File: src/rtl/shift_sequencer_if.sv
// Request/response bundle for shift_sequencer: two request ports and one tagged response port.
// The master side issues requests and consumes results; the slave side is the sequencer.
interface shift_sequencer_if #(
    parameter int BUS_WIDTH      = 8,
    parameter int BUS_WIDTH_BITS = 3
);
    logic                      req0_valid;
    logic                      req0_ready;
    logic [2:0]                req0_op;
    logic [BUS_WIDTH-1:0]      req0_a;
    logic [BUS_WIDTH_BITS-1:0] req0_amt;

    logic                      req1_valid;
    logic                      req1_ready;
    logic [2:0]                req1_op;
    logic [BUS_WIDTH-1:0]      req1_a;
    logic [BUS_WIDTH_BITS-1:0] req1_amt;

    logic                      rsp_valid;
    logic                      rsp_ready;
    logic [BUS_WIDTH-1:0]      rsp_data;
    logic                      rsp_id;
    logic                      rsp_err;

    modport master (
        output req0_valid, req0_op, req0_a, req0_amt,
        output req1_valid, req1_op, req1_a, req1_amt,
        output rsp_ready,
        input  req0_ready, req1_ready,
        input  rsp_valid, rsp_data, rsp_id, rsp_err
    );

    modport slave (
        input  req0_valid, req0_op, req0_a, req0_amt,
        input  req1_valid, req1_op, req1_a, req1_amt,
        input  rsp_ready,
        output req0_ready, req1_ready,
        output rsp_valid, rsp_data, rsp_id, rsp_err
    );
endinterface

File: src/rtl/shift_sequencer.sv
// Two-requester round-robin controller that reuses one shifter over one or two passes
// to build shifts, rotates and arithmetic right shifts, returning id-tagged results.
module shift_sequencer #(
    parameter int BUS_WIDTH      = 8,
    parameter int BUS_WIDTH_BITS = 3
) (
    input  logic              clk,
    input  logic              rst_n,
    shift_sequencer_if.slave  bus
);
    typedef enum logic [1:0] {
        ST_IDLE  = 2'd0,
        ST_PASS1 = 2'd1,
        ST_PASS2 = 2'd2,
        ST_RESP  = 2'd3
    } state_t;

    localparam logic [2:0] OP_SHL = 3'd0;
    localparam logic [2:0] OP_SHR = 3'd1;
    localparam logic [2:0] OP_ROL = 3'd2;
    localparam logic [2:0] OP_ROR = 3'd3;
    localparam logic [2:0] OP_ASR = 3'd4;
    localparam logic [BUS_WIDTH_BITS-1:0] WIDTH_MOD = BUS_WIDTH_BITS'(BUS_WIDTH);

    // Shared shifter: b = {dir, amt}, dir = 1 shifts left.
    function automatic logic [BUS_WIDTH-1:0] logic_shift(
        input logic [BUS_WIDTH-1:0]  a,
        input logic [BUS_WIDTH_BITS:0] b
    );
        if (b[BUS_WIDTH_BITS]) begin
            return a << b[BUS_WIDTH_BITS-1:0];
        end else begin
            return a >> b[BUS_WIDTH_BITS-1:0];
        end
    endfunction

    state_t                    r_state;
    state_t                    w_state_nxt;
    logic [2:0]                r_op;
    logic [BUS_WIDTH-1:0]      r_a;
    logic [BUS_WIDTH_BITS-1:0] r_amt;
    logic                      r_id;
    logic [BUS_WIDTH-1:0]      r_acc;
    logic                      r_err;
    logic                      r_last_grant;
    logic                      r_rsp_valid;
    logic [BUS_WIDTH-1:0]      r_rsp_data;
    logic                      r_rsp_id;
    logic                      r_rsp_err;

    logic                      w_ready0;
    logic                      w_ready1;
    logic                      w_accept;
    logic                      w_reserved;
    logic [BUS_WIDTH_BITS-1:0] w_n2;
    logic [BUS_WIDTH-1:0]      w_sh_a;
    logic                      w_sh_dir;
    logic [BUS_WIDTH_BITS-1:0] w_sh_amt;
    logic [BUS_WIDTH-1:0]      w_sh_y;

    assign w_reserved = (r_op > OP_ASR);
    assign w_n2       = WIDTH_MOD - r_amt;
    assign w_sh_y     = logic_shift(w_sh_a, {w_sh_dir, w_sh_amt});

    // State register.
    always_ff @(posedge clk or negedge rst_n) begin
        if (!rst_n) begin
            r_state <= ST_IDLE;
        end else begin
            r_state <= w_state_nxt;
        end
    end

    // Next-state decode.
    always_comb begin
        w_state_nxt = r_state;
        case (r_state)
            ST_IDLE: begin
                if (w_accept) begin
                    w_state_nxt = ST_PASS1;
                end else begin
                    w_state_nxt = ST_IDLE;
                end
            end
            ST_PASS1: begin
                if ((r_op == OP_ROL) || (r_op == OP_ROR) || (r_op == OP_ASR)) begin
                    w_state_nxt = ST_PASS2;
                end else begin
                    w_state_nxt = ST_RESP;
                end
            end
            ST_PASS2: w_state_nxt = ST_RESP;
            ST_RESP: begin
                if (r_rsp_valid && bus.rsp_ready) begin
                    w_state_nxt = ST_IDLE;
                end else begin
                    w_state_nxt = ST_RESP;
                end
            end
            default: w_state_nxt = ST_IDLE;
        endcase
    end

    // Output decode: round-robin readys and shifter control for the current pass.
    always_comb begin
        w_ready0 = rst_n && (r_state == ST_IDLE) && bus.req0_valid
                   && (!bus.req1_valid || r_last_grant);
        w_ready1 = rst_n && (r_state == ST_IDLE) && bus.req1_valid
                   && (!bus.req0_valid || !r_last_grant);
        w_accept = w_ready0 || w_ready1;
        w_sh_a   = r_a;
        w_sh_dir = 1'b0;
        w_sh_amt = r_amt;
        case (r_state)
            ST_PASS1: w_sh_dir = (r_op == OP_SHL) || (r_op == OP_ROL);
            ST_PASS2: begin
                case (r_op)
                    OP_ROL: w_sh_amt = w_n2;
                    OP_ROR: begin
                        w_sh_dir = 1'b1;
                        w_sh_amt = w_n2;
                    end
                    OP_ASR: w_sh_a = '1;
                    default: w_sh_a = r_a;
                endcase
            end
            default: w_sh_a = r_a;
        endcase
    end

    // Request capture, accumulator passes and registered response.
    always_ff @(posedge clk or negedge rst_n) begin
        if (!rst_n) begin
            r_op         <= 3'd0;
            r_a          <= '0;
            r_amt        <= '0;
            r_id         <= 1'b0;
            r_acc        <= '0;
            r_err        <= 1'b0;
            r_last_grant <= 1'b1;
            r_rsp_valid  <= 1'b0;
            r_rsp_data   <= '0;
            r_rsp_id     <= 1'b0;
            r_rsp_err    <= 1'b0;
        end else begin
            case (r_state)
                ST_IDLE: begin
                    if (w_accept) begin
                        r_op         <= w_ready0 ? bus.req0_op  : bus.req1_op;
                        r_a          <= w_ready0 ? bus.req0_a   : bus.req1_a;
                        r_amt        <= w_ready0 ? bus.req0_amt : bus.req1_amt;
                        r_id         <= w_ready1;
                        r_last_grant <= w_ready1;
                    end
                end
                ST_PASS1: begin
                    r_acc <= w_reserved ? '0 : w_sh_y;
                    r_err <= w_reserved;
                end
                ST_PASS2: begin
                    case (r_op)
                        OP_ROL, OP_ROR: r_acc <= r_acc | w_sh_y;
                        OP_ASR: begin
                            // Sign fill: the bits the mask shifted out become ones.
                            if (r_a[BUS_WIDTH-1]) begin
                                r_acc <= r_acc | ~w_sh_y;
                            end
                        end
                        default: r_acc <= r_acc;
                    endcase
                end
                ST_RESP: begin
                    if (!r_rsp_valid) begin
                        r_rsp_valid <= 1'b1;
                        r_rsp_data  <= r_acc;
                        r_rsp_id    <= r_id;
                        r_rsp_err   <= r_err;
                    end else if (bus.rsp_ready) begin
                        r_rsp_valid <= 1'b0;
                    end
                end
                default: r_rsp_valid <= 1'b0;
            endcase
        end
    end

    assign bus.req0_ready = w_ready0;
    assign bus.req1_ready = w_ready1;
    assign bus.rsp_valid  = r_rsp_valid;
    assign bus.rsp_data   = r_rsp_data;
    assign bus.rsp_id     = r_rsp_id;
    assign bus.rsp_err    = r_rsp_err;
endmodule

File: src/flat_wrapper.sv
// flat-port wrapper written by rule: the top's interface ports become plain ports
module shift_sequencer_flat 
#(
    parameter int BUS_WIDTH      = 8,
    parameter int BUS_WIDTH_BITS = 3
)
  (clk, rst_n, bus_req0_valid, bus_req0_op, bus_req0_a, bus_req0_amt, bus_req1_valid, bus_req1_op, bus_req1_a, bus_req1_amt, bus_rsp_ready, bus_req0_ready, bus_req1_ready, bus_rsp_valid, bus_rsp_data, bus_rsp_id, bus_rsp_err);
  shift_sequencer_if #(.BUS_WIDTH(BUS_WIDTH), .BUS_WIDTH_BITS(BUS_WIDTH_BITS)) bus_i ();
  input  logic clk;
  input  logic rst_n;
  input wire logic [$bits(bus_i.req0_valid)-1:0] bus_req0_valid;
  input wire logic [$bits(bus_i.req0_op)-1:0] bus_req0_op;
  input wire logic [$bits(bus_i.req0_a)-1:0] bus_req0_a;
  input wire logic [$bits(bus_i.req0_amt)-1:0] bus_req0_amt;
  input wire logic [$bits(bus_i.req1_valid)-1:0] bus_req1_valid;
  input wire logic [$bits(bus_i.req1_op)-1:0] bus_req1_op;
  input wire logic [$bits(bus_i.req1_a)-1:0] bus_req1_a;
  input wire logic [$bits(bus_i.req1_amt)-1:0] bus_req1_amt;
  input wire logic [$bits(bus_i.rsp_ready)-1:0] bus_rsp_ready;
  output wire logic [$bits(bus_i.req0_ready)-1:0] bus_req0_ready;
  output wire logic [$bits(bus_i.req1_ready)-1:0] bus_req1_ready;
  output wire logic [$bits(bus_i.rsp_valid)-1:0] bus_rsp_valid;
  output wire logic [$bits(bus_i.rsp_data)-1:0] bus_rsp_data;
  output wire logic [$bits(bus_i.rsp_id)-1:0] bus_rsp_id;
  output wire logic [$bits(bus_i.rsp_err)-1:0] bus_rsp_err;
  assign bus_i.req0_valid = bus_req0_valid;
  assign bus_i.req0_op = bus_req0_op;
  assign bus_i.req0_a = bus_req0_a;
  assign bus_i.req0_amt = bus_req0_amt;
  assign bus_i.req1_valid = bus_req1_valid;
  assign bus_i.req1_op = bus_req1_op;
  assign bus_i.req1_a = bus_req1_a;
  assign bus_i.req1_amt = bus_req1_amt;
  assign bus_i.rsp_ready = bus_rsp_ready;
  assign bus_req0_ready = bus_i.req0_ready;
  assign bus_req1_ready = bus_i.req1_ready;
  assign bus_rsp_valid = bus_i.rsp_valid;
  assign bus_rsp_data = bus_i.rsp_data;
  assign bus_rsp_id = bus_i.rsp_id;
  assign bus_rsp_err = bus_i.rsp_err;
  shift_sequencer #(.BUS_WIDTH(BUS_WIDTH), .BUS_WIDTH_BITS(BUS_WIDTH_BITS)) u_core (.clk(clk), .rst_n(rst_n), .bus(bus_i));
endmodule
File: config.mk
export PLATFORM = sky130hd
export DESIGN_NAME = shift_sequencer_flat
export DESIGN_NICKNAME = d
export VERILOG_FILES = /design/src/rtl/shift_sequencer_if.sv /design/src/rtl/shift_sequencer.sv /design/src/flat_wrapper.sv
export SDC_FILE = /design/constraint.sdc
export NUM_CORES = 1
export LEC_CHECK = 0
export BUFFER_PORTS_ARGS = -buffer_cell sky130_fd_sc_hd__buf_2
export CAP_MARGIN = 15
export CELL_PAD_IN_SITES_DETAIL_PLACEMENT = 1
export CELL_PAD_IN_SITES_GLOBAL_PLACEMENT = 2
export CORE_ASPECT_RATIO = 0.7
export CORE_MARGIN = 3
export CORE_UTILIZATION = 34
export CTS_BUF_LIST = sky130_fd_sc_hd__clkbuf_16
export DETAILED_ROUTE_END_ITERATION = 6
export PLACE_DENSITY_LB_ADDON = 0.25
export SYNTH_ARGS = -nofsm -noshare
export SYNTH_HDL_FRONTEND = slang
export SYNTH_SLANG_ARGS = --single-unit
File: constraint.sdc
create_clock -name clk -period 3.45 [get_ports clk]
set_clock_uncertainty 0.05 [all_clocks]
set_input_delay 0.8625 -clock clk [delete_from_list [all_inputs] [get_ports clk]]
set_output_delay 0.8625 -clock clk [all_outputs]
set_load 0.05 [all_outputs]
# Yosys cells after proc, flatten, opt, wreduce, memory -nomap -nowiden
# Index checks and enable logic that the tools add are counted.
[op_classes]
shift = 2
reduce_logical = 22
add_sub_neg = 1
magnitude_cmp = 1
muxes = 20
bitwise_logic = 4
eq_ne = 8
[op_table]
columns = ["op", "n"]
rows = [
  ["$mux 8", 6],
  ["$pmux 8 s2", 2],
  ["$or 8x8->8", 2],
  ["$mux 3", 4],
  ["$not 8->8", 1],
  ["$pmux 2 s4", 1],
  ["$shl 8x3->8", 1],
  ["$shr 8x3->8", 1],
  ["$eq 3x2->1 const B", 2],
  ["$logic_and 1x1->1", 6],
  ["$logic_or 1x1->1", 6],
  ["$ne 3x2->1 const B", 2],
  ["$mux 1", 5],
  ["$eq 2x2->1 const B", 2],
  ["$reduce_and 2->1", 2],
  ["$eq 3x3->1 const B", 1],
  ["$gt 3x3->1 const B", 1],
  ["$logic_not 1->1", 3],
  ["$logic_not 3->1", 1],
  ["$reduce_and 3->1", 1],
  ["$sub 1x3->3 const A", 1],
  ["$eq 2x1->1 const B", 1],
  ["$logic_not 2->1", 1],
  ["$mux 2", 1],
  ["other kinds (4)", 4],
]
[word_totals]
ff_bits = 38
out_inout_bits = 13
inputBits = 33
word_cells = 70

# Logic depth before layout (Yosys ltp)
# Gate-level depths: netlist (run 1).
[depth]
ltp_word = 11
depth_mapped = 11
mapped_depth_nobuf = 8

# Least setup slack after synthesis (run 1)
# No wires, ideal clock.
[synth_path]
path_kind = "input to output"
startpoint = "input port rst_n"
endpoint = "output port bus_req0_ready"
arrival_ps = 1783
path_stages = 3
path_slack_ps = 755
required_time_ps = 2538
path_buffers = 1
path_cell_list = "nand3_1 -> a21oi_1 -> clkbuf_1"
[synth_between]
elab_chain_len = 3
[synth_rtl]
columns = ["item", "line", "text"]
rows = [
  ["start: declaration", "flat_wrapper.sv:10", "input logic rst_n;"],
  ["$logic_and 1x1->1 (2 in a row)", "shift_sequencer.sv:106", "w_ready0 = rst_n && (r_state == ST_IDLE) && bus.req0_valid"],
  ["$logic_and 1x1->1", "shift_sequencer.sv:107", "&& (!bus.req1_valid || r_last_grant);"],
  ["end: declaration", "flat_wrapper.sv:20", "output wire logic [$bits(bus_i.req0_ready)-1:0] bus_req0_ready;"],
]
# Every way passes these cells.

# Worst setup path after layout (run 1)
[layout_path]
startpoint = "register u_core.r_amt[0]"
endpoint = "register u_core.r_acc[2]"
[layout_between]
elab_chain_len = 10
word_cells_on_any_way = 13
classes_between = "add/sub (1); shift (2); mux (7); bitwise (3)"
[layout_rtl]
columns = ["item", "line", "text"]
rows = [
  ["start: declaration", "shift_sequencer.sv:41", "logic [BUS_WIDTH_BITS-1:0] r_amt;"],
  ["start signal: assignment", "shift_sequencer.sv:151", "r_amt <= w_ready0 ? bus.req0_amt : bus.req1_amt;"],
  ["$sub 1x3->3", "shift_sequencer.sv:62", "assign w_n2 = WIDTH_MOD - r_amt;"],
  ["$mux 3", "shift_sequencer.sv:117", "case (r_op)"],
  ["$mux 3 (*)", "shift_sequencer.sv:114", "case (r_state)"],
  ["$shr 8x3->8 / $shl 8x3->8 (equally long branches)", "shift_sequencer.sv:33, shift_sequencer.sv:31", ""],
  ["$mux 8 (*)", "shift_sequencer.sv:30", "if (b[BUS_WIDTH_BITS]) begin"],
  ["$not 8->8", "shift_sequencer.sv:166", "r_acc <= r_acc | ~w_sh_y;"],
  ["$or 8x8->8", "shift_sequencer.sv:166", ""],
  ["$mux 8", "shift_sequencer.sv:165", "if (r_a[BUS_WIDTH-1]) begin"],
  ["$pmux 8 s2", "shift_sequencer.sv:161", "case (r_op)"],
  ["$pmux 8 s2 (*)", "shift_sequencer.sv:146", "case (r_state)"],
  ["end signal: assignment", "shift_sequencer.sv:162", "OP_ROL, OP_ROR: r_acc <= r_acc | w_sh_y;"],
  ["end signal: assignment", "shift_sequencer.sv:166", ""],
  ["end signal: assignment", "shift_sequencer.sv:169", "default: r_acc <= r_acc;"],
  ["end: declaration", "shift_sequencer.sv:43", "logic [BUS_WIDTH-1:0] r_acc;"],
]
# Every way passes the cells marked *; elsewhere a longest branch is shown, timed or not. The select of a mux whose other input is x is not followed.
# A chain may end at the register's enable or synchronous reset.

==> results of run 1 <==
## final timing paths
kind                              startpoint                   to  cells past startpoint
max                          u_core.r_amt[0]      u_core.r_acc[2]                      9
min                        u_core.bus.rsp_id    u_core.bus.rsp_id                      2
max reg2reg                  u_core.r_amt[0]      u_core.r_acc[2]                      9
min reg2reg                u_core.bus.rsp_id    u_core.bus.rsp_id                      2
min in group asynchronous              rst_n          u_core.r_id                      2
max in group asynchronous              rst_n  u_core.r_last_grant                      2
## stage by stage
| stage | setup WS, ns | hold WS [ns] |
|---|---|---|
| 4_1_cts | 0.7789 | 0.4280 |
| 3_3_place_gp | 0.8253 | 0.4068 |
| 5_1_grt | 0.4754 | 0.4581 |
| 3_5_place_dp | 0.8367 | 0.4151 |
| 2_1_floorplan | 0.7546 | 0.3950 |
| 6_report | 0.7391 | 0.4216 |
## critical path, stage by stage, from the launching register on
cell and delay [ns]:
dfrtp_1 0.35, clkinv_1 0.21, ha_1 0.35, and4b_1 0.24
a21oi_2 0.12, buf_4 0.23, mux4_2 0.32, a311oi_1 0.46
o21ai_0 0.17, o211ai_1 0.11
## report_power, final
| group | switching [mW] | total, mW | internal (mW) | leakage [nW] |
|---|---|---|---|---|
| clock | 0.171 | 0.507 | 0.336 | 0.0864 |
| combinational | 1.06 | 1.71 | 0.650 | 0.853 |
| sequential | 0.219 | 0.876 | 0.657 | 0.472 |
| total | 1.45 | 3.10 | 1.64 | 1.41 |
## cells in the final DEF, fill, tap and decap left out, types with 5 or more instances in the layout
cell type | Yosys | routed
dfrtp_1 | 37 | 37
o21ai_0 | 29 | 29
nor2_1 | 5 | 5
nand3_1 | 6 | 6
inv_1 | 14 | 16
clkbuf_16 | 0 | 5
o211ai_1 | 5 | 5
mux2i_1 | 21 | 21
buf_4 | 0 | 6
mux2_2 | 9 | 9
buf_2 | 3 | 45
nand2_1 | 41 | 41
a211oi_1 | 8 | 8
a21oi_1 | 12 | 11
ha_1 | 5 | 5
## logic make-up after synthesis
group / count (synthesis) / share of synthesized area
AOI/OAI and AO/OA: 76 / 0.2056
xor gates and xnor gates: 2 / 0.01031
adders and majority gates: 5 / 0.02576
buffers and inverters: 31 / 0.05564
DFF: 38 / 0.3921
muxes: 33 / 0.1561
and+or+nand+nor: 76 / 0.1546
## flip-flops by register name, indices dropped and copies added, names as in the netlist
name                  flops
u_core.bus.rsp_data       8
u_core.r_id               1
u_core.bus.rsp_err        1
u_core.r_a                8
u_core.bus.rsp_valid      1
u_core.r_last_grant       1
u_core.r_op               3
u_core.r_state            2
u_core.r_err              1
u_core.bus.rsp_id         1
u_core.r_amt              3
u_core.r_acc              8
## layer usage
layer  up-vias  part of all wire  wire length, um  GRT usage
met5         -                 0                0          0
met4         0             0.011               74    0.04342
met3         8             0.053              351    0.03448
met2        61              0.39             2583     0.2249
met1       973              0.55             3609     0.2588
li1       1034                 -                -          -
## final cells by class
cell class,count,share of cell area
multi-input cells,192,0.4632
flip-flops and latches,38,0.3279
repair buffers,51,0.09306
inverters,15,0.01939
well taps,94,0.04050
clock inverters,3,0.01293
clock buffers,5,0.04308
==> results by stage, run 1 <==
Timing:
- The share of the cycle needed by the critical path after routing is 0.7858.
- The total negative slack for setup checks is 0 ns.
- The count of pins over their slew limit is 0.
- Setup violations remaining at the end of the flow were counted as 0.
- The minimum clock period after layout is 2.711 ns.
- The worst pin sits at a relative slew slack of 0.5697.
- Static timing analysis puts the maximum clock frequency at between 300 and 400 MHz.
- Setup repair after global routing left no endpoint under its margin.
- The count of final hold-check violations came to 0.
- The transition time at the pin with the least slew margin is 0.6411 ns.

Logic synthesis:
- After synthesis, the cell types taking the most area are dfrtp_1 (38%), mux2i_1 (8.7%), nand2_1 (6.3%).
- Synthesis produced a netlist whose cell count is 261.
- The number of distinct library cell variants in the gate-level netlist after synthesis is 53.
- For this run, the register share of the synthesized area comes to 0.3921.
- The share of synthesized area in the top cell type comes to 0.3812.
- The proportion of synthesized flip-flops having asynchronous set or reset is 1.000.
- The cell area that synthesis handed to floorplanning was around 2400 um2.
- Counting flops and latches in the post-synthesis netlist gives 38.
- The synthesized design spends more area on one cell type than any other, namely dfrtp_1.
- The leading register cell type out of synthesis is dfrtp_1.
- The synthesis warning total is 0.
- The total nets after synthesis is 299.
- The most common cell in the netlist is nand2_1.
- The commonest cells after synthesis are nand2_1 (41), dfrtp_1 (37), o21ai_0 (29), mux2i_1 (21), inv_1 (14).
- In this run, synthesis inferred 0 flip-flops with an integrated enable.
- A synthesized cell averages 9.305 um2.

Final layout:
- The count of filler cells inserted in the layout is 822.
- At the end of the flow, the number of nets in the layout was 341.
- The post-route cell area is 2904 um2.
- The multi-input combinational cell area is around 1300 um2.
- 0 antenna diodes ended up in the layout.
- The share of the core filled with cells is 0.4239.
- The area of all sequential standard cells is 952.2 um2.
- The share of final-layout standard cells stronger than drive strength 1 is 0.2500.
- Relative to the synthesized area, the layout overhead comes to 19.58%.
- Leaving out filler cells and counting taps, the final layout contains 398.

Route:
- The first detailed-routing pass took 4 iterations.
- For this block, the routed nets add up to 6619 um of wire.
- In the routed layout, each cell is associated on average with a via count of 5.216.
- The post-route antenna net violation count is 0.
- In this run, the number of DRC markers left after iteration 0 of detailed routing was 167.
- The routed wirelength normalized by instance count is between 15 and 20 um.
- In the routed design, unresolved DRC markers number 0.
- The overall via count from detail_route is 2076.

Die:
- The die area is 8209 um2.
- The number of top-level design ports is 46.
- The initial utilization of the core area, before any placement, comes to 0.3545.
- The overall die width is about 110 um.
- The standard cell core area is 6850 um2.
- From bottom edge to top edge, the die measures 76.71 um.
- The number of core rows is 25.

Place:
- The HPWL after detailed placement is 5041 um.
- The instance area after placement is around 2700 um2.
- The routability congestion estimate is approximately 0.9.
- The count of buffers inserted at the top-level ports is 45.
- The number of placed instances with taps included is 390.

Worst hold path:
- The type of the worst min-delay path is reg -> reg.

GRT:
- The number of global-route vias before repair is 2056.
- The number of antenna violations at the first check in global routing was 0.
- The first global-routing pass estimated 10720 um of wire.
- Summed over all layers, the global routing overflow is 0.
- Across every metal layer, demand over resource in global routing totals 0.1645.
- Entering global routing, the biggest net connects 39 pins.

Pwr:
- The leakage dissipation is 1.411 nW.
- For this design the ratio of total power to cell area is 1066 nW/um2.
- The maximum vdd ir drop is 0.3564 mV.
- The power after layout is 3.097 mW.

Critical path:
- The kind of capture point of the worst setup path is a register.
- The register-to-register setup slack is 0.74 ns.
- At the worst endpoint, the required time is 3.59 ns.
- The worst setup path is launched from a register.
- Along the worst path, the maximum fanout reaches 15.
- The data arrival time at the worst-slack endpoint is 2.86 ns.
- The critical path is of the reg -> reg type.

Clock network:
- The cell at the root of the clock tree is clkbuf_16.
- The TritonCTS clock tree is yes.
- The quantity of gates resized following cts is 0.
- The largest buffer count on any clock path is 2.
- The cts-stage hold buffer count is 0.
- Once the clock tree was built, the setup fixing pass inserted 0 buffers.
- After clock tree synthesis, the clock-pin slew on the worst setup and hold paths is about 0.06 ns.
- The clock insertion delay at the later pin of the skew report is 0.28 ns.
- In this run the number of H-tree levels came out at 2.
- The number of CTS-inserted buffers is 5.
- The number of clock sinks is 38.

Status:
- The flow ran to the end, and the final reports show no timing, DRC or antenna violations.

Job:
- Across the run, the number of max-cap violations was 0.
(Power assumes the default switching activity.)
==> inputs of run 2 (changes only) <==
--- a/config.mk
+++ b/config.mk
@@ -11,7 +11,7 @@
 export CELL_PAD_IN_SITES_GLOBAL_PLACEMENT = 2
 export CORE_ASPECT_RATIO = 0.7
 export CORE_MARGIN = 3
-export CORE_UTILIZATION = 34
+export CORE_UTILIZATION = 31
 export CTS_BUF_LIST = sky130_fd_sc_hd__clkbuf_16
 export DETAILED_ROUTE_END_ITERATION = 6
 export PLACE_DENSITY_LB_ADDON = 0.25
==> constraint.sdc (replaced) <==
create_clock -name clk -period 2.4 [get_ports clk]
set_clock_uncertainty 0.05 [all_clocks]
set_input_delay 0.6 -clock clk [delete_from_list [all_inputs] [get_ports clk]]
set_output_delay 0.6 -clock clk [all_outputs]
set_load 0.05 [all_outputs]
==> run 2 against run 1 <==
- flip-flop and latch count stayed put
- cell count is 6.3% higher
- sequential share of layout area is 2.5 points lower
- first-iteration DRC count is 20% lower
- power is 59% higher
==> results by stage, run 2 (synthesized netlist as in run 1, its figures left out) <==
Status:
- The flow ran to the end, and the final reports show no timing, DRC or antenna violations.

Route:
- The final wirelength is 7526 um.
- Summing over every cut layer, the via total after detailed routing is approximately 2.2k.
- Wire segments on met2 add up to 3037 um in the final route.
- In the final routing, the length of wire on met1 measures 4087 um.
- In the routed design, unresolved DRC markers number 0.
- The DRC violation total after the first TritonRoute iteration is 134.
- The detail route stage leaves a number of antenna-violating nets equal to 0.
- The post-detailed-route via-to-cell ratio is 5.158.
- Detailed routing placed a total of 393 um of wire on met3.
- The routed wirelength normalized by instance count is 17.79 um.
- The highest signal layer in the routed design is met4.
- The number of search-and-repair iterations in the first detailed-routing pass is 4.

GRT:
- The number of antenna violations at the first check in global routing was 0.
- Global routing finished with a remaining overflow of 0.
- The first global-routing pass estimated 12190 um of wire.
- The overall global routing resource usage is 0.1723.
- The pin count of the biggest net entering global routing is 38.
- The number of global-route vias before repair is 2141.

Clock network:
- The H-tree was split into 2 levels.
- CTS placed an instance of clkbuf_16 at the clock tree root.
- TritonCTS built the clock tree.
- The largest buffer count on any clock path is 2.
- Clock tree synthesis found a total of 38 sinks.
- The clock-pin slew reported for the worst setup and hold paths after clock tree synthesis is 0.06 ns.
- For the worst-skew pair, the clock arrives at the later sink with an insertion delay of 0.28 ns.
- The cts-stage hold buffer count is 0.
- In this run, CTS created clock tree buffers numbering 5.

Die:
- The number of core rows is 26.
- The die is 80.06 um tall.
- The overall die width is between 100 and 150 um.
- The die covers 8949 um2.
- For this configuration, the core starts out at a cell density of 0.3260.
- The standard cell core area is 7450 um2.
- The number of top-level design ports is 46.

Final layout:
- The count of non-filler cells in the finished layout is 423.
- The library cell used most frequently in the layout, excluding fill and tap cells, is buf_2.
- In the layout the commonest cells are buf_2 (44), nand2_1 (41), dfrtp_1 (36), o21ai_0 (28), buf_4 (27).
- After routing the design area is 3144 um2.
- The area of all sequential standard cells is 953.4 um2.
- Of the cells placed in the final design, the portion with a size suffix greater than 1 is 0.3446.
- Summing all multi-input logic gate instances after layout gives around 1400 um2.
- The count of filler cells inserted in the layout is around 890.
- The final net count is 362.
- Compared with the post-synthesis result, the final layout area differs by 29.47%.
- The repair_antennas step left the layout with diodes totalling 0.

Critical path:
- The cell type of the slowest stage on the worst timing path is dfrtp_1.
- The sort of element at the start of the critical path is a register.
- The type of the worst setup path is reg -> reg.
- Walking the worst path, the cells encountered are clkinv_4 > ha_4 > and4b_2 > a21o_4 > a2111oi_4 > a211oi_2 > or3_1 > a22o_1.
- At the worst endpoint, the required time is 2.51 ns.
- The kind of cell with the highest combined delay along the critical path is compound AO/OA/AOI/OAI gates.
- For the worst setup path, the data arrival time is about 2.5 ns.
- The maximum cell stage delay along the critical path is approximately 0.40 ns.
- Of all nets on the critical path, the largest fanout is 6.
- In this run the critical register-to-register path is launched from u_core.r_amt[0].
- The worst setup path is captured at a register.
- The most critical setup path has its startpoint at u_core.r_amt[0].
- The combined buffer and inverter count along the critical path is 1.

Timing:
- At the pin with the least slew margin, the transition time is 0.5136 ns.
- The worst-case setup margin in the final layout is 0.06121 ns.
- The final-report setup violation count is 0.
- For the finished layout, the period the worst path requires is 2.339 ns.
- The achievable clock frequency is ~430 MHz.
- Setup repair after global routing could not meet its margin everywhere.
- The tightest slew margin relative to the limit is 0.6576.
- The count of pins over their slew limit is 0.
- The count of final hold-check violations was 0.
- The share of the cycle needed by the critical path after routing is 0.9745.

Place:
- The routability congestion estimate is approximately 0.85.
- Once placement completed, the tool counted placed cells totaling between 400 and 500.
- Before CTS, the worst setup slack after placement is -0.01981 ns.
- Once placement finished, the instance area stood at 2932 um2.
- The count of buffers inserted at the top-level ports is 45.
- The wire-length estimate of the detail-placed layout is 5727 um.

Worst hold path:
- The worst hold path belongs to the class in -> async.

Pwr:
- The power density over cell area is 1571 nW/um2.
- Summed over all cells, the static leakage comes to 1.502 nW.
- Across the VDD grid, the largest voltage drop is 0.4550 mV.

Job:
- The tool flagged a number of max-cap violations equal to 0.
-- run 2: power by group --
group          switching [mW]  total, mW  internal [mW]
Sequential              0.295       1.24          0.947
Combinational            1.78       3.08           1.30
Clock                   0.247      0.621          0.374
Total                    2.32       4.94           2.62
-- run 2: through the flow --
step	util	hold WS (ns)	TNS, ns	power [mW]
after floorplan	-	0.2544	0	3.133
after detailed placement	0.3935	0.4217	-0.02805	4.124
after global routing	0.4221	0.2720	-0.02021	5.344
after CTS	0.4127	0.2652	-0.002161	4.791
after global placement	0.3935	0.4065	0	4.097
final	0.4221	0.2631	0	4.938
-- run 2: path summary, 6_finish.rpt --
| check | end | slack (ns) | depth (start not counted) |
|---|---|---|---|
| setup reg to reg | u_core.r_acc[1] | 0.06 | 8 |
| max in group asynchronous | u_core.r_state[1] | 1.53 | 2 |
| min in group clk | u_core.r_acc[3] | 0.43 | 2 |
| hold / removal | u_core.r_last_grant | 0.26 | 1 |
| hold reg to reg | u_core.r_acc[3] | 0.43 | 2 |
| setup / recovery | u_core.r_acc[1] | 0.06 | 8 |
-- run 2: layout make-up --
| class | count | share of cell area |
|---|---|---|
| multi-input combinational | 192 | 0.4540 |
| inverter | 15 | 0.01950 |
| timing repair buffer | 72 | 0.1409 |
| clock buffer | 5 | 0.03979 |
| clock inverter | 3 | 0.003581 |
| tap | 98 | 0.03900 |
| sequential | 38 | 0.3032 |
-- run 2: routing by layer --
| metal | vias to the layer above | track usage |
|---|---|---|
| li1 | 1075 | - |
| met1 | 1044 | 0.2707 |
| met2 | 61 | 0.2458 |
| met3 | 2 | 0.04142 |
| met4 | 0 | 0.01094 |
| met5 | - | 0 |
-- run 2: repair_timing --
item,CTS,global route
buffers inserted,0,1
pin swaps,0,2
gates resized for setup,3,17
endpoints found under the setup margin,2,9
==> inputs of run 3 (changes only) <==
--- a/config.mk
+++ b/config.mk
@@ -6,7 +6,7 @@
 export NUM_CORES = 1
 export LEC_CHECK = 0
 export BUFFER_PORTS_ARGS = -buffer_cell sky130_fd_sc_hd__buf_2
-export CAP_MARGIN = 15
+export CAP_MARGIN = 10
 export CELL_PAD_IN_SITES_DETAIL_PLACEMENT = 1
 export CELL_PAD_IN_SITES_GLOBAL_PLACEMENT = 2
 export CORE_ASPECT_RATIO = 0.7
==> constraint.sdc (replaced) <==
create_clock -name clk -period 2.06 [get_ports clk]
set_clock_uncertainty 0.05 [all_clocks]
set_input_delay 0.515 -clock clk [delete_from_list [all_inputs] [get_ports clk]]
set_output_delay 0.515 -clock clk [all_outputs]
set_load 0.05 [all_outputs]
==> run 3 against run 2 <==
- cell count is 7.8% higher
- the flow now finishes with violations (negative setup slack)
- register-to-register slack worse by 0.33 ns
- setup slack got worse by 0.33 ns
- global-route usage is 1.6 points higher
- cell area increased by 15%
- hold slack lost 0.0088 ns
- flip-flop and latch count stayed put
- maximum frequency is 0.64% higher
- combinational power rose by 45%
- clock power is 18% higher
- largest power group unchanged
- highest routed layer unchanged
- clock-buffer cell count stayed put
- non-clock buffer count is 33 higher
==> results by stage, run 3 (synthesized netlist as in run 1, its figures left out) <==
Route:
- The count of nets left with antenna violations once routing finished came out at 0.
- The number of search-and-repair iterations in the first detailed-routing pass is 4.
- The post-detailed-route via-to-cell ratio is 5.101.
- Summed over all layers, the routed wires come to 8121 um.
- The DRC violation total after the first TritonRoute iteration is 121.
- The residual DRC count is 0.
- After detailed routing, the average wire length per cell comes to 17.81 um.
- The routed layout has 2326 vias.

Timing:
- The share of the cycle needed by the critical path after routing is 1.128.
- The total negative slack for setup checks is -1.916 ns.
- The transition time at the pin with the least slew margin is 0.4891 ns.
- The routed design could run at a clock period as short as 2.324 ns.
- In the post-route analysis, the smallest setup slack over all paths is -0.2639 ns.
- Setup repair after global routing could not meet its margin everywhere.
- The count of pins over their slew limit is 0.
- Setup violations remaining at the end of the flow were counted as 10.
- Headroom to the max-slew limit came out at 0.6725.
- The achievable clock frequency is roughly 430 MHz.
- The count of final hold-check violations is 0.

Place:
- Once placement finished, the instance area stood at 3087 um2.
- The number of placed instances, taps included, is 433.
- The HPWL after detailed placement is 5954 um.
- The count of buffers inserted at the top-level ports is 45.
- The routability congestion estimate is slightly below 0.9.

Worst hold path:
- The type of the worst min-delay path is in -> async.

Critical path:
- The required time of the critical path is between 2 and 2.5 ns.
- The sort of element at the start of the critical path is a register.
- The critical path goes through clkinv_8 > ha_4 > and4b_2 > a21o_4 > a21oi_1 > a211oi_2 > or3_1 > a22o_1.
- The depth of the most critical reg-to-reg path is 8.
- The maximum cell stage delay along the critical path is 0.42 ns.
- The slowest stage of the critical path is the dfrtp_2 cell.
- The data arrival time at the worst-slack endpoint is around 2.5 ns.
- The combined buffer and inverter count along the critical path is 1.
- The source of the worst register-to-register timing path is u_core.r_amt[0].
- The cell family with the largest share of critical-path delay is compound AO/OA/AOI/OAI gates.
- The worst setup path startpoint is u_core.r_amt[0].
- The type of the worst setup path is reg -> reg.
- The critical path endpoint is u_core.r_acc[1].
- The critical path depth in cells is 8.
- The worst register-to-register path has a setup slack of -0.26 ns.
- STA classifies the critical path endpoint as a register.
- The maximum fanout along the worst path is 5.
- The capture instance of the worst register-to-register path is u_core.r_acc[1].

Clock network:
- The number of clock buffers added by TritonCTS is 5.
- The number of clock sinks is 38.
- The clock insertion delay at the later pin of the skew report is 0.29 ns.
- The TritonCTS clock tree is yes.
- The number of H-tree levels is 2.
- The cts-stage hold buffer count is 0.
- The longest clock path from root to sink contains 2 buffers.
- The cell at the root of the clock tree is clkbuf_16.
- The clock-pin slew reported for the worst setup and hold paths after clock tree synthesis is 0.06 ns.

Die:
- In this run the core area contains 26 standard-cell rows.
- The die is roughly 110 um wide.
- The initial core utilization is 0.3260.
- The standard cell core area is 7450 um2.
- The overall die height is 80.06 um.
- In this run the count of I/O pins placed on the die edge is 46.
- The floorplan step defined a die boundary enclosing 8949 um2.

Status:
- The checks that failed: negative setup slack.
- The run finished, with violations left.

Pwr:
- The power after layout is 6.663 mW.
- The leakage dissipation is approximately 1.7 nW.
- The maximum vdd ir drop is 0.6748 mV.
- The power density over cell area is 1841 nW/um2.

Final layout:
- 0 antenna diodes ended up in the layout.
- The count of non-filler cells in the finished layout is 456.
- Of the cells placed in the final design, the portion with a size suffix greater than 1 is 0.4637.
- The finished cells cover 3620 um2.
- At the end of the flow the core is filled with cells to 0.4859.
- Compared with the post-synthesis result, the final layout area differs by 49.05%.
- In the layout the commonest cells are buf_4 (54), buf_2 (43), nand2_1 (40), dfrtp_1 (36), o21ai_0 (19).
- The final net count is slightly below 400.
- The library cell used most frequently in the layout, excluding fill and tap cells, is buf_4.

GRT:
- The number of global-route vias before repair is 2433.
- The pin count of the biggest net entering global routing is 30.
- Across every metal layer, demand over resource in global routing totals 0.1882.
- The first global-routing pass estimated 13030 um of wire.
- The number of antenna violations at the first check in global routing is 0.
- The leftover overflow at the end of global routing is 0.

Job:
- Across the run, the number of max-cap violations was 0.
[run 3: how the worst min path moves through the flow]
stage / start / to / slack [ns] / cells past startpoint
finish: rst_n / u_core.r_id / 0.25 / 2
CTS: rst_n / u_core.r_id / 0.25 / 2
global route: rst_n / u_core.r_op[2] / 0.28 / 2
global placement: u_core.bus.rsp_id / u_core.bus.rsp_id / 0.41 / 2
floorplan: rst_n / u_core.bus.rsp_data[0] / 0.17 / 0
detailed placement: u_core.bus.rsp_err / u_core.bus.rsp_err / 0.42 / 2
[run 3: area by class of cell]
class                           instances  area, um2
Clock buffer                            5      125.1
Clock inverter                          3      11.26
Fill cell                             866       3830
Inverter                               15      71.32
Multi-Input combinational cell        192       1605
Sequential cell                        38      953.4
Tap cell                               98      122.6
Timing Repair Buffer                  105      730.7
[run 3: metrics by stage]
stage,hold slack [ns],worst slack [ns]
final,0.2543,-0.2639
after floorplan,0.1694,-0.3188
after global placement,0.4070,-0.2794
after detailed placement,0.4165,-0.3516
after CTS,0.2516,-0.2202
after global routing,0.2837,-0.3577
[run 3: per-layer routing]
layer,global-route usage,up-vias,part of all wire
li1,-,1140,-
met4,0.05954,0,0.013
met3,0.03765,9,0.037
met1,0.2712,1127,0.52
met5,0,-,0
met2,0.2829,50,0.43
[run 3: worst reg2reg max path, cell delays in order, from the launching register on]
cell and delay (ns):
dfrtp_2 0.42, clkinv_8 0.07, ha_4 0.21, and4b_2 0.26, a21o_4 0.23, a21oi_1 0.28, a211oi_2 0.14, or3_1 0.37
a22o_1 0.19
[run 3: power breakdown]
part,switching (mW),internal (mW)
combinational,2.45,2.03
sequential,0.349,1.10
clock,0.295,0.435
[run 3: what timing repair did]
action                                  4_1_cts  5_1_grt
endpoints found under the setup margin       10       10
hold endpoints to repair                      0        0
pin swaps                                    15        7
resized for setup                            44       26
buffers inserted                             13        3
